**src/rtl/bus_dma_host_if.sv**
```systemverilog
// Simple system bus channel: request/grant handshake followed by a one-cycle response.
// The master side issues requests; the slave side grants and responds.
interface bus_dma_host_if;
  logic        req;
  logic        gnt;
  logic        we;
  logic [3:0]  be;
  logic [31:0] addr;
  logic [31:0] wdata;
  logic        rvalid;
  logic [31:0] rdata;
  logic        err;

  modport master (
    output req, we, be, addr, wdata,
    input  gnt, rvalid, rdata, err
  );

  modport slave (
    input  req, we, be, addr, wdata,
    output gnt, rvalid, rdata, err
  );
endinterface

```
**src/rtl/bus_dma_host.sv**
```systemverilog
// Word-copy DMA engine: a memory-mapped register port plus a bus host port that
// copies LEN words from SRC to DST, one outstanding bus transaction at a time.
module bus_dma_host #(
  parameter int LenWidth = 16
) (
  input  logic           clk,
  input  logic           rst_n,
  bus_dma_host_if.slave  dma,
  bus_dma_host_if.master host,
  output logic           dma_irq
);
  typedef enum logic [2:0] {IDLE, RD_REQ, RD_WAIT, WR_REQ, WR_WAIT} state_t;

  state_t              state_reg;
  logic [31:0]         src_reg;
  logic [31:0]         dst_reg;
  logic [LenWidth-1:0] len_reg;
  logic                ie_reg;
  logic                done_reg;
  logic                err_reg;
  logic                rvalid_reg;
  logic                rerr_reg;
  logic [31:0]         rdata_reg;
  logic                req_reg;
  logic                we_reg;
  logic [31:0]         addr_reg;
  logic [31:0]         wdata_reg;

  logic [9:0]          off;
  logic                off_ok;
  logic                reg_wr;
  logic                ctrl_wr;
  logic                busy;
  logic [31:0]         src_wr;
  logic [31:0]         dst_wr;
  logic [LenWidth-1:0] len_wr;
  logic [31:0]         rd_val;
  logic                unused_addr;

  assign off         = dma.addr[9:0];
  assign off_ok      = (off == 10'h0) || (off == 10'h4) || (off == 10'h8) || (off == 10'hC);
  assign reg_wr      = dma.req && dma.we && off_ok;
  assign ctrl_wr     = reg_wr && (off == 10'hC) && dma.be[0];
  assign busy        = (state_reg != IDLE);
  assign unused_addr = ^dma.addr[31:10];

  // Byte-enable merge of write data into the current register values.
  genvar gi;
  generate
    for (gi = 0; gi < 32; gi++) begin : g_addr_merge
      if (gi < 2) begin : g_low
        assign src_wr[gi] = 1'b0;
        assign dst_wr[gi] = 1'b0;
      end else begin : g_high
        assign src_wr[gi] = dma.be[gi >> 3] ? dma.wdata[gi] : src_reg[gi];
        assign dst_wr[gi] = dma.be[gi >> 3] ? dma.wdata[gi] : dst_reg[gi];
      end
    end
    for (gi = 0; gi < LenWidth; gi++) begin : g_len_merge
      assign len_wr[gi] = dma.be[gi >> 3] ? dma.wdata[gi] : len_reg[gi];
    end
  endgenerate

  always_comb begin
    rd_val = '0;
    case (off)
      10'h0:   rd_val = src_reg;
      10'h4:   rd_val = dst_reg;
      10'h8:   rd_val = 32'(len_reg);
      10'hC:   rd_val = {28'd0, err_reg, done_reg, ie_reg, busy};
      default: rd_val = '0;
    endcase
  end

  always_ff @(posedge clk or negedge rst_n) begin
    if (!rst_n) begin
      state_reg  <= IDLE;
      src_reg    <= '0;
      dst_reg    <= '0;
      len_reg    <= '0;
      ie_reg     <= 1'b0;
      done_reg   <= 1'b0;
      err_reg    <= 1'b0;
      rvalid_reg <= 1'b0;
      rerr_reg   <= 1'b0;
      rdata_reg  <= '0;
      req_reg    <= 1'b0;
      we_reg     <= 1'b0;
      addr_reg   <= '0;
      wdata_reg  <= '0;
    end else begin
      rvalid_reg <= dma.req;
      rerr_reg   <= dma.req && !off_ok;
      rdata_reg  <= (dma.req && !dma.we) ? rd_val : '0;

      if (reg_wr && !busy) begin
        if (off == 10'h0) src_reg <= src_wr;
        if (off == 10'h4) dst_reg <= dst_wr;
        if (off == 10'h8) len_reg <= len_wr;
      end
      if (ctrl_wr) begin
        ie_reg <= dma.wdata[1];
        if (dma.wdata[2]) begin
          done_reg <= 1'b0;
          err_reg  <= 1'b0;
        end
      end

      // FSM updates come last so a completion beats a same-cycle DONE_CLR.
      case (state_reg)
        IDLE: begin
          if (ctrl_wr && dma.wdata[0]) begin
            err_reg <= 1'b0;
            if (len_reg == '0) begin
              done_reg <= 1'b1;
            end else begin
              done_reg  <= 1'b0;
              state_reg <= RD_REQ;
              req_reg   <= 1'b1;
              we_reg    <= 1'b0;
              addr_reg  <= src_reg;
            end
          end
        end
        RD_REQ: begin
          if (host.gnt) begin
            state_reg <= RD_WAIT;
            req_reg   <= 1'b0;
          end
        end
        RD_WAIT: begin
          if (host.rvalid) begin
            if (host.err) begin
              state_reg <= IDLE;
              err_reg   <= 1'b1;
              done_reg  <= 1'b1;
            end else begin
              wdata_reg <= host.rdata;
              state_reg <= WR_REQ;
              req_reg   <= 1'b1;
              we_reg    <= 1'b1;
              addr_reg  <= dst_reg;
            end
          end
        end
        WR_REQ: begin
          if (host.gnt) begin
            state_reg <= WR_WAIT;
            req_reg   <= 1'b0;
          end
        end
        WR_WAIT: begin
          if (host.rvalid) begin
            if (host.err) begin
              state_reg <= IDLE;
              err_reg   <= 1'b1;
              done_reg  <= 1'b1;
            end else begin
              src_reg <= src_reg + 32'd4;
              dst_reg <= dst_reg + 32'd4;
              len_reg <= len_reg - LenWidth'(1);
              if (len_reg == LenWidth'(1)) begin
                state_reg <= IDLE;
                done_reg  <= 1'b1;
              end else begin
                state_reg <= RD_REQ;
                req_reg   <= 1'b1;
                we_reg    <= 1'b0;
                addr_reg  <= src_reg + 32'd4;
              end
            end
          end
        end
        default: state_reg <= IDLE;
      endcase
    end
  end

  assign dma.gnt    = 1'b1;
  assign dma.rvalid = rvalid_reg;
  assign dma.rdata  = rdata_reg;
  assign dma.err    = rerr_reg;

  assign host.req   = req_reg;
  assign host.we    = we_reg;
  assign host.be    = 4'hF;
  assign host.addr  = addr_reg;
  assign host.wdata = wdata_reg;

  assign dma_irq = done_reg & ie_reg;
endmodule

```
**src/flat_wrapper.sv**
```systemverilog
// flat-port wrapper written by rule: the top's interface ports become plain ports
module bus_dma_host_flat 
#(
  parameter int LenWidth = 16
)
  (clk, rst_n, dma_irq, dma_req, dma_we, dma_be, dma_addr, dma_wdata, dma_gnt, dma_rvalid, dma_rdata, dma_err, host_req, host_we, host_be, host_addr, host_wdata, host_gnt, host_rvalid, host_rdata, host_err);
  bus_dma_host_if dma_i ();
  bus_dma_host_if host_i ();
  input  logic clk;
  input  logic rst_n;
  output logic dma_irq;
  input wire logic [$bits(dma_i.req)-1:0] dma_req;
  input wire logic [$bits(dma_i.we)-1:0] dma_we;
  input wire logic [$bits(dma_i.be)-1:0] dma_be;
  input wire logic [$bits(dma_i.addr)-1:0] dma_addr;
  input wire logic [$bits(dma_i.wdata)-1:0] dma_wdata;
  output wire logic [$bits(dma_i.gnt)-1:0] dma_gnt;
  output wire logic [$bits(dma_i.rvalid)-1:0] dma_rvalid;
  output wire logic [$bits(dma_i.rdata)-1:0] dma_rdata;
  output wire logic [$bits(dma_i.err)-1:0] dma_err;
  output wire logic [$bits(host_i.req)-1:0] host_req;
  output wire logic [$bits(host_i.we)-1:0] host_we;
  output wire logic [$bits(host_i.be)-1:0] host_be;
  output wire logic [$bits(host_i.addr)-1:0] host_addr;
  output wire logic [$bits(host_i.wdata)-1:0] host_wdata;
  input wire logic [$bits(host_i.gnt)-1:0] host_gnt;
  input wire logic [$bits(host_i.rvalid)-1:0] host_rvalid;
  input wire logic [$bits(host_i.rdata)-1:0] host_rdata;
  input wire logic [$bits(host_i.err)-1:0] host_err;
  assign dma_i.req = dma_req;
  assign dma_i.we = dma_we;
  assign dma_i.be = dma_be;
  assign dma_i.addr = dma_addr;
  assign dma_i.wdata = dma_wdata;
  assign dma_gnt = dma_i.gnt;
  assign dma_rvalid = dma_i.rvalid;
  assign dma_rdata = dma_i.rdata;
  assign dma_err = dma_i.err;
  assign host_req = host_i.req;
  assign host_we = host_i.we;
  assign host_be = host_i.be;
  assign host_addr = host_i.addr;
  assign host_wdata = host_i.wdata;
  assign host_i.gnt = host_gnt;
  assign host_i.rvalid = host_rvalid;
  assign host_i.rdata = host_rdata;
  assign host_i.err = host_err;
  bus_dma_host #(.LenWidth(LenWidth)) u_core (.clk(clk), .rst_n(rst_n), .dma(dma_i), .host(host_i), .dma_irq(dma_irq));
endmodule
```
**config.mk**
```make
export PLATFORM = sky130hd
export DESIGN_NAME = bus_dma_host_flat
export DESIGN_NICKNAME = d
export VERILOG_FILES = /design/src/rtl/bus_dma_host_if.sv /design/src/rtl/bus_dma_host.sv /design/src/flat_wrapper.sv
export SDC_FILE = /design/constraint.sdc
export NUM_CORES = 1
export LEC_CHECK = 0
export BUFFER_PORTS_ARGS = -buffer_cell sky130_fd_sc_hd__buf_2
export CORE_ASPECT_RATIO = 0.7
export CORE_MARGIN = 5
export CORE_UTILIZATION = 35
export CTS_CLUSTER_SIZE = 14
export DETAILED_ROUTE_END_ITERATION = 16
export GPL_ROUTABILITY_DRIVEN = 0
export PLACE_DENSITY_LB_ADDON = 0.05
export SLEW_MARGIN = 20
export SYNTH_ARGS = -nofsm -noshare
export SYNTH_HDL_FRONTEND = slang
export SYNTH_SLANG_ARGS = --single-unit
export TNS_END_PERCENT = 5
```
**constraint.sdc**
```tcl
create_clock -name clk -period 2.1 [get_ports clk]
set_input_delay 0.21 -clock clk [delete_from_list [all_inputs] [get_ports clk]]
set_output_delay 0.21 -clock clk [all_outputs]
set_load 0.03 [all_outputs]
```
==> results.yml <==
logic_synthesis:
  synth_flop_cell: "sky130_fd_sc_hd__dfrtp_1"
  synthesis.yosys.warnings: 0
  syn-instance-count: 1153
  ys_async_sr_fraction: 1.00
  yosys_register_bits: 186
  area_of_the_mapped_netlist_um2: 10700
  seq_area_frac_synth: 0.435
  synth_area_per_cell_um2: 9.28
  number_of_distinct_standard_cells_referenced_by_the_synthesized_netlist: 86
  number_of_flops_mapped_to_enable_cells_by_yosys: 0
setup_path:
  critPathRequiredTime_ns: 2.44
  worst_path_dominant_cell_family: "simple AND/OR/NAND/NOR gates"
  cp.depth: 8
  end_kind: "register"
  worst_r2r_startpoint: "u_core.len_reg[11]$_DFF_PN0_"
  critPathMostFrequentCell: "sky130_fd_sc_hd__buf_4"
  critical-path-slowest-cell: "sky130_fd_sc_hd__o32a_1"
  r2r_slack_ns: -0.24
  worstSetupPathType: "register to register"
  path_cells: "nor4_2, buf_4, nand4_1, buf_4, o32a_1, nand2_4, buf_6, mux2_2"
  critPathCapture: "u_core.host.wdata[24]$_DFFE_PN0P_"
  timing.critical_path.from: "u_core.len_reg[11]$_DFF_PN0_"
  worst-path-buf-inv: 3
  critPathArrivalTime_ns: 2.68
  max_stage_delay_ns: 0.40
  crit_fanout: 10
  critical_path.startpoint_type: "register"
  worst_r2r_endpoint: "u_core.host.wdata[24]$_DFFE_PN0P_"
  rr_worst_depth: 8
final_layout:
  fillers: 2919
  area_occupied_by_multi_input_gates_um2: 5750
  ff_latch_area_um2: 4660
  drive_gt1_frac: 0.379
  num-nets-final: 1657
  design_area_um2: 14900
  num_antenna_cells: 0
  synthToLayoutAreaGrowth_pct: 39.7
placed_design:
  port-buffer-count: 185
  dpl.hpwl_um: 34100
  placed_cell_area_um2: 13600
detailed_routing:
  drt_iter0_drc: 1336
  antenna_violating_nets_post_route: 0
  drc: 0
  totalWireLength_um: 44300
  routedWlPerCell_um: 22.5
  vias_per_cell: 5.70
  first_pass_iters: 5
  num_vias: 11230
timing:
  drv_slew: 0
  setup_viol: 53
  tightest_slew_ns: 0.570
  period_minus_slack_ns: 2.34
  hold_violations: 0
  grt_setup_unrepaired: "yes"
  skew_ns: 0.0109
  whs_ns: 0.0291
  clock.fmax_ghz: 0.428
  maxSlewHeadroom: 0.617
  post-route-period-util: 1.11
  post_route_worst_setup_slack_ns: -0.239
grt:
  globalRoute.busiestLayer: "met1"
  groute.layer.met3.usage: 0.0692
  gr-usage-met2: 0.325
  grt_overflow_total: 0
  grt_antenna_before_repair: 0
  maximum_number_of_pins_on_one_net_before_global_route_repair: 63
  first_pass_grt_wire_length_um: 66600
  grt_pass1_vias: 10491
  met1_usage: 0.426
  grt.total_usage: 0.256
clock_network:
  clk_latency_ns: 0.46
  tritoncts: "built"
  clock_tree.buffer_depth: 2
  ctsHtreeMaxLevel: 4
  cts-buffers-inserted: 17
  clk_root_buffer_cell: "sky130_fd_sc_hd__clkbuf_16"
  cts.clk_slew.worst_paths_ns: 0.07
  cts_num_sinks: 186
die:
  design.portCount: 213
  dieWidth_um: 219
  dieArea_um2: 34200
  start_util: 0.355
  std_cell_rows: 53
  die-height_um: 156
  fp.coreArea_um2: 30100
power:
  worst_ir_drop_vdd_mv: 0.573
  p_leak_uw: 0.00677
  cellPowerDensity_nw_per_um2: 1240
status:
  violations: "negative setup slack"
  status: "finished, violations left"
job:
  max_cap_viols: 0
hold_path:
  min_path_type: "input pin to register"
==> cell families (layout without fill, tap and decap cells) <==
kind of cell	Yosys count	after routing	synth area share
flops	186	186	0.435
buf+inv	128	528	0.0535
mux	74	74	0.0807
compound gates	349	349	0.223
simple gates	406	407	0.198
xor+xnor	4	4	0.00328
fa+ha+maj	5	5	0.00585
other cells	1	5	0.000351
==> how the worst min path moves through the flow <==
stage,start,slack (ns),cells past startpoint,to
2_1_floorplan,rst_n,-0.09,0,u_core.dma.err$_DFF_PN0_
3_3_place_gp,rst_n,0.12,1,u_core.dma.rdata[13]$_DFF_PN0_
3_5_place_dp,rst_n,0.12,1,u_core.dma.rdata[13]$_DFF_PN0_
4_1_cts,dma_wdata[31],0.005,3,u_core.dst_reg[31]$_DFF_PN0_
5_1_grt,host_rvalid,0.02,2,u_core.state_reg[2]$_DFFE_PN0P_
6_report,dma_wdata[31],0.03,3,u_core.dst_reg[31]$_DFF_PN0_
==> synthesized netlist by cell type (9+ instances only) <==
master,count,area (µm²)
sky130_fd_sc_hd__dfrtp_1,186,4650
sky130_fd_sc_hd__nor2_1,115,432
sky130_fd_sc_hd__a21oi_1,76,380
sky130_fd_sc_hd__clkbuf_1,70,263
sky130_fd_sc_hd__nand2_1,67,251
sky130_fd_sc_hd__o21ai_0,61,305
sky130_fd_sc_hd__nand3_1,52,260
sky130_fd_sc_hd__mux2_2,37,417
sky130_fd_sc_hd__nor3_1,32,160
sky130_fd_sc_hd__a22oi_1,31,233
sky130_fd_sc_hd__nand4_1,28,175
sky130_fd_sc_hd__o22ai_1,26,163
sky130_fd_sc_hd__inv_1,25,93.8
sky130_fd_sc_hd__a211oi_1,21,158
sky130_fd_sc_hd__and3_1,21,131
sky130_fd_sc_hd__mux2i_1,21,210
sky130_fd_sc_hd__nor4_1,17,106
sky130_fd_sc_hd__a311oi_1,16,140
sky130_fd_sc_hd__buf_2,15,75.1
sky130_fd_sc_hd__mux2_4,15,225
sky130_fd_sc_hd__and4_1,13,114
sky130_fd_sc_hd__a22o_1,10,87.6
sky130_fd_sc_hd__and2_1,10,62.6
sky130_fd_sc_hd__o211ai_1,10,75.1
sky130_fd_sc_hd__o21ai_1,10,50.1
sky130_fd_sc_hd__or4_1,10,75.1
sky130_fd_sc_hd__a221oi_1,9,78.8
sky130_fd_sc_hd__o221a_2,9,101
==> per-stage QoR <==
step	TNS, ns	total power (µW)	utilization	instances	worst slack (ns)
after detailed placement	-20.74	14500	0.453	1898	-0.535
after global placement	-17.44	14400	0.453	1898	-0.500
after CTS	-10.45	18400	0.492	1970	-0.246
after global routing	-17.32	19500	0.496	1970	-0.356
final	-10.24	18500	0.496	1970	-0.239
after floorplan	-3.04	10700	-	1157	-0.0816
==> layer usage <==
layer / share of wire / vias up
li1: - / 5149
met5: 0 / -
met2: 0.38 / 499
met4: 0.0090 / 0
met3: 0.099 / 36
met1: 0.51 / 5546
==> cells in the final DEF, fill, tap and decap left out, types with 24 or more instances in the layout <==
cell type                       instances
sky130_fd_sc_hd__buf_2                184
sky130_fd_sc_hd__inv_1                 24
sky130_fd_sc_hd__nand4_1               28
sky130_fd_sc_hd__nor3_1                29
sky130_fd_sc_hd__dfrtp_1              181
sky130_fd_sc_hd__dlygate4sd3_1         35
sky130_fd_sc_hd__buf_4                233
sky130_fd_sc_hd__mux2_4                29
sky130_fd_sc_hd__o22ai_1               26
sky130_fd_sc_hd__nor2_1               114
sky130_fd_sc_hd__o21ai_0               51
sky130_fd_sc_hd__nand3_1               47
sky130_fd_sc_hd__a22oi_1               31
sky130_fd_sc_hd__nand2_1               66
sky130_fd_sc_hd__mux2_2                24
sky130_fd_sc_hd__a21oi_1               76
==> worst min-delay path: stages <==
cell,delay [ns]
sky130_fd_sc_hd__buf_2,0.12
sky130_fd_sc_hd__inv_1,0.05
sky130_fd_sc_hd__a221oi_1,0.06
==> report_power, final <==
part,internal (µW),total (µW),switching [µW]
Sequential,4670,5580,917
Clock,1820,3330,1510
Combinational,4200,9620,5420
==> timing repair <==
action                                  4_1_cts  5_1_grt
hold endpoints to repair                    188        0
resized for setup                            48       32
setup buffers                                 3        0
endpoints found under the setup margin       93      129
gates cloned                                  2        0
pin swaps                                     5       10
hold buffers                                 35        0
==> area by class of cell <==
class,count,share of cell area
inverters,26,0.00678
well taps,412,0.0345
clock buffers,19,0.0303
repair buffers,470,0.222
flip-flops and latches,186,0.312
clock inverters,13,0.00929
multi-input cells,844,0.385
(Power assumes the default switching activity.)
